<file path="src/rtl/imem_loader.sv">
// Program loader: assembles a little-endian byte stream into 32-bit words and
// writes them to consecutive instruction-memory addresses while holding the CPU.
module imem_loader #(
  parameter int ADDR_W = 6,
  parameter int WORD_W = 32
) (
  input  logic              clk,
  input  logic              rst,
  input  logic              load_start,
  input  logic [ADDR_W:0]   load_len,
  input  logic              byte_valid,
  input  logic [7:0]        byte_data,
  output logic              byte_ready,
  output logic              mem_we,
  output logic [ADDR_W-1:0] mem_waddr,
  output logic [WORD_W-1:0] mem_wdata,
  output logic              busy,
  output logic              cpu_hold,
  output logic              done,
  output logic              err,
  output logic [WORD_W-1:0] checksum,
  output logic [1:0]        dbg_state
);

  typedef enum logic [1:0] {
    S_IDLE  = 2'd0,
    S_RECV  = 2'd1,
    S_WRITE = 2'd2,
    S_DONE  = 2'd3
  } state_t;

  localparam logic [ADDR_W:0] MAX_LEN = {1'b1, {ADDR_W{1'b0}}};

  // Handshake: a byte moves on any rising edge where byte_valid and byte_ready
  // are both 1; byte_ready is high only in RECV, so the host may hold
  // byte_valid/byte_data steady for as long as it likes.

  state_t              state_q;
  logic [ADDR_W:0]     len_q;
  logic [ADDR_W:0]     wcnt_q;
  logic [ADDR_W:0]     wcnt_d;
  logic [1:0]          bcnt_q;
  logic [WORD_W-9:0]   asm_q;
  logic                mem_we_q;
  logic [ADDR_W-1:0]   mem_waddr_q;
  logic [WORD_W-1:0]   mem_wdata_q;
  logic                done_q;
  logic                err_q;
  logic [WORD_W-1:0]   checksum_q;

  assign wcnt_d = wcnt_q + {{ADDR_W{1'b0}}, 1'b1};

  always_ff @(posedge clk) begin
    if (rst) begin
      state_q     <= S_IDLE;
      len_q       <= '0;
      wcnt_q      <= '0;
      bcnt_q      <= '0;
      asm_q       <= '0;
      mem_we_q    <= 1'b0;
      mem_waddr_q <= '0;
      mem_wdata_q <= '0;
      done_q      <= 1'b0;
      err_q       <= 1'b0;
      checksum_q  <= '0;
    end else begin
      mem_we_q <= 1'b0;
      done_q   <= 1'b0;
      err_q    <= 1'b0;
      case (state_q)
        S_IDLE: begin
          if (load_start) begin
            if ((load_len != '0) && (load_len <= MAX_LEN)) begin
              len_q      <= load_len;
              wcnt_q     <= '0;
              bcnt_q     <= '0;
              asm_q      <= '0;
              checksum_q <= '0;
              state_q    <= S_RECV;
            end else begin
              err_q <= 1'b1;
            end
          end
        end
        S_RECV: begin
          if (byte_valid) begin
            if (bcnt_q == 2'd3) begin
              // Earlier bytes were shifted in from the top, so byte 0 sits at the LSB.
              mem_we_q    <= 1'b1;
              mem_waddr_q <= wcnt_q[ADDR_W-1:0];
              mem_wdata_q <= {byte_data, asm_q};
              bcnt_q      <= '0;
              state_q     <= S_WRITE;
            end else begin
              asm_q  <= {byte_data, asm_q[WORD_W-9:8]};
              bcnt_q <= bcnt_q + 2'd1;
            end
          end
        end
        S_WRITE: begin
          checksum_q <= checksum_q ^ mem_wdata_q;
          wcnt_q     <= wcnt_d;
          if (wcnt_d == len_q) begin
            done_q  <= 1'b1;
            state_q <= S_DONE;
          end else begin
            state_q <= S_RECV;
          end
        end
        S_DONE: begin
          state_q <= S_IDLE;
        end
        default: state_q <= S_IDLE;
      endcase
    end
  end

  assign byte_ready = (state_q == S_RECV);
  assign busy       = (state_q != S_IDLE);
  assign cpu_hold   = busy;
  assign mem_we     = mem_we_q;
  assign mem_waddr  = mem_waddr_q;
  assign mem_wdata  = mem_wdata_q;
  assign done       = done_q;
  assign err        = err_q;
  assign checksum   = checksum_q;
  assign dbg_state  = state_q;

endmodule

</file>
<file path="config.mk">
export PLATFORM = sky130hd
export DESIGN_NAME = imem_loader
export DESIGN_NICKNAME = d
export VERILOG_FILES = /design/src/rtl/imem_loader.sv
export SDC_FILE = /design/constraint.sdc
export NUM_CORES = 1
export LEC_CHECK = 0
export CAP_MARGIN = 20
export CELL_PAD_IN_SITES_DETAIL_PLACEMENT = 1
export CELL_PAD_IN_SITES_GLOBAL_PLACEMENT = 1
export CORE_ASPECT_RATIO = 0.6
export CORE_UTILIZATION = 40
export CTS_CLUSTER_DIAMETER = 40
export DETAILED_ROUTE_END_ITERATION = 8
export PLACE_DENSITY_LB_ADDON = 0.1
export SYNTH_ARGS = -nofsm -noshare
export SYNTH_HDL_FRONTEND = slang
export SYNTH_SLANG_ARGS = --single-unit
</file>
<file path="constraint.sdc">
create_clock -name clk -period 3.29 [get_ports clk]
set_clock_uncertainty 0.15 [all_clocks]
set_input_delay 0.658 -clock clk [delete_from_list [all_inputs] [get_ports clk]]
set_output_delay 0.658 -clock clk [all_outputs]
set_load 0.005 [all_outputs]
</file>
==> results.md <==
* Int Power at 0.00280 W
* Top FF cell, synth: dfxtp_1
* Design area at 6390 um2
* Final period util at 87.3%
* Die X-Extent at 141 um
* Gate power share at 6.8%
* Die outline height at 85.5 um
* Net Count, Synth at 568
* CP Capture Type: flip-flop
* Synth cell count leaders: dfxtp_1 (115), nand2_1 (112), a21oi_1 (67)
* CTS Root Cell: clkbuf_16
* Most frequent cell after synthesis: dfxtp_1
* Synth area leader: dfxtp_1
* Cts repair resizes at 0
* H-Tree Depth at 4
* Sw Share at 23.9%
* MaxCap Viol Count at 0
* Clock latency on the worst-skew pair at 0.41 ns
* Fin Setup TNS at 0 ns
* Worst hold slack at 0.306 ns
* Critical Path Start Type: input pin
* # DRC at 0
* Worst Setup Path Type: in2reg
* Worst EP required at 3.48 ns
* Initial DRC Count at 181
* Clock power share at 54.1%
* Routability cong. at 0.833
* Count of cell types in the netlist at 39
* Layout area overhead at 37.6%
* Ports at 97
* Pwr/cell area at 575 nW/um2
* Num CTS Buffers at 17
* Grt total ovfl at 0
* Critical path peak fanout at 21
* Core Region at 11300 um2
* Cell count after synthesis at 547
* Synth Register Bits at 115
* Worst r2r path cells at 5
* Cell Area, Synth at 4640 um2
* Synth async-reset ratio at 0%
* Clk pin slew, worst setup/hold paths at 0.06 ns
* WHS Path Cells at 2
* Vias in the first global route at 4384
* Top-area cell type share of the netlist area at 49.6%
* Nets at 658
* Setup Buffers After CTS at 0
* Status: completed
* Ys Warns at 0
* Syn_area_per_cell at 8.49 um2
* DR WL/cell at 17.5 um
* Unrepaired setup endpoints after global routing: false
* # diodes at 0
* Min cycle time layout at 2.87 ns
* Hold Path Class: reg2reg
* Die area at 12100 um2
* Final wirelength at 14100 um
* Overall routing resource usage at 25.0%
* Post-Layout Cell Count at 810
* Largest net degree at the start of global routing at 50
* TritonCTS clock tree: yes
* Final hold vios at 0
* Pins Over Slew Limit at 0
* Initial Util at 41.1%
* Vias per cell at 5.25
* EDFF count, synth at 0
* Placed Cells at 778
* CP arrival at 3.06 ns
* Initial antenna violation count at 0
* Sequential share of the synthesized area at 49.6%
* Setup Viol. Count Final at 0
* Via count at 4249
* Dpl cell area at 5750 um2
* Relative slew slack at 28.3%
* Leak at 2.38 nW
* Drt pass-1 iters at 5
* Sequential share of power at 39.1%
* Slew @ Worst Pin at 1.07 ns
* Port bufs at 96
* Filler cells at 1312
* Top cells by area, synth: dfxtp_1 (50%), nand2_1 (9.1%), a21oi_1 (7.2%), xor2_1 (6.4%), o31ai_1 (5.2%)
* Antenna Violating Nets Remaining at 0
* Share of layout cells above drive strength 1 at 9.23%
* Maximum vdd drop at 0.387 mV
* CTS Buffer Depth at 2
* Clk sinks at 115
* Fmax at 348 MHz
* Final HPWL DP at 9460 um
* P_sw at 0.000878 W
* Power, Total at 0.00368 W
* Hold-fix buffer count after cts at 0
* First-pass GRT wire length at 23300 um
* Site Rows at 30
## cell families after synthesis
| family | count (synthesis) | synth area share [%] |
|---|---|---|
| simple gates | 197 | 18.1 |
| compound gates | 139 | 17.5 |
| flops | 115 | 49.6 |
| buf+inv | 43 | 4.28 |
| xor+xnor | 41 | 7.73 |
| mux | 10 | 2.21 |
| fa+ha+maj | 2 | 0.539 |
## worst paths after layout
path	start	end	slack [ns]
hold / removal	asm_q[5]$_SDFFE_PP0P_	mem_wdata[5]$_SDFFE_PP0P_	0.31
setup reg to reg	dbg_state[1]$_SDFFE_PP0P_	asm_q[16]$_SDFFE_PP0P_	0.65
setup / recovery	load_len[0]	checksum[15]$_SDFFE_PP0P_	0.42
hold reg to reg	asm_q[5]$_SDFFE_PP0P_	mem_wdata[5]$_SDFFE_PP0P_	0.31
## layer usage
layer	vias up	GRT usage [%]	wire length, um
met5	-	0	0
met4	0	8.99	94
met3	9	5.02	733
met2	105	38.7	6380
met1	2102	34.5	6940
li1	2033	-	-
## flip-flops by register name, indices dropped and copies added, names as in the netlist
| register | count |
|---|---|
| dbg_state | 2 |
| bcnt_q | 2 |
| wcnt_q | 7 |
| done | 1 |
| len_q | 7 |
| checksum | 32 |
| err | 1 |
| mem_wdata | 32 |
| mem_waddr | 6 |
| mem_we | 1 |
| asm_q | 24 |
## cell usage in the layout, fill, tap and decap left out, types with 2 or more instances in the layout
| master | synthesis | final |
|---|---|---|
| nand2b_1 | 3 | 3 |
| bufinv_16 | 0 | 4 |
| clkinv_4 | 0 | 4 |
| o21ai_0 | 25 | 25 |
| nor3_1 | 5 | 5 |
| nand3_1 | 4 | 4 |
| a21oi_1 | 67 | 67 |
| clkinvlp_4 | 0 | 4 |
| mux2i_1 | 8 | 8 |
| nor2_1 | 52 | 51 |
| a22oi_1 | 3 | 3 |
| inv_1 | 3 | 3 |
| and3_1 | 3 | 3 |
| inv_6 | 0 | 2 |
| a31oi_1 | 3 | 2 |
| clkbuf_16 | 0 | 17 |
| clkdlybuf4s50_1 | 0 | 95 |
| ha_1 | 2 | 2 |
| xor2_1 | 34 | 34 |
| nand2_1 | 112 | 112 |
| and2_1 | 5 | 5 |
| nor2b_1 | 3 | 2 |
| buf_4 | 1 | 15 |
| a21o_1 | 3 | 3 |
| dfxtp_1 | 115 | 115 |
| nor4_1 | 2 | 2 |
| xnor2_1 | 7 | 7 |
| or2_2 | 2 | 2 |
| o31ai_1 | 32 | 32 |
| mux2_2 | 2 | 2 |
## final cells by class
type	count	area (um2)	area share (%)
flip-flops and latches	115	2300	36.0
repair buffers	111	1070	16.7
multi-input cells	389	2170	33.9
inverters	3	11.3	0.176
clock inverters	14	203	3.17
clock buffers	18	439	6.87
well taps	160	200	3.13
## critical path: stages
cell and delay (ns):
clkdlybuf4s50_1 0.56, nor4_2 0.08, buf_4 0.15, a211oi_4 0.75, buf_4 0.41, o31ai_1 0.14, xor2_1 0.17, nor2_1 0.13
## power by group through the flow
stage | clock (W) | sequential, W | combinational [W]
floorplan | 0 | 0.00145 | 0.000142
global placement | 0 | 0.00147 | 0.000235
detailed placement | 0 | 0.00147 | 0.000246
CTS | 0.00202 | 0.00144 | 0.000248
global route | 0.00210 | 0.00144 | 0.000268
finish | 0.00199 | 0.00144 | 0.000249
## stage by stage
step                worst slack [ns]  util (%)
floorplan                      0.927         -
global placement               0.142      50.9
detailed placement            0.0228      50.9
global route                   0.184      56.6
finish                         0.417      56.6
CTS                            0.454      56.6
Note: power is estimated with default switching activity, not from simulation.
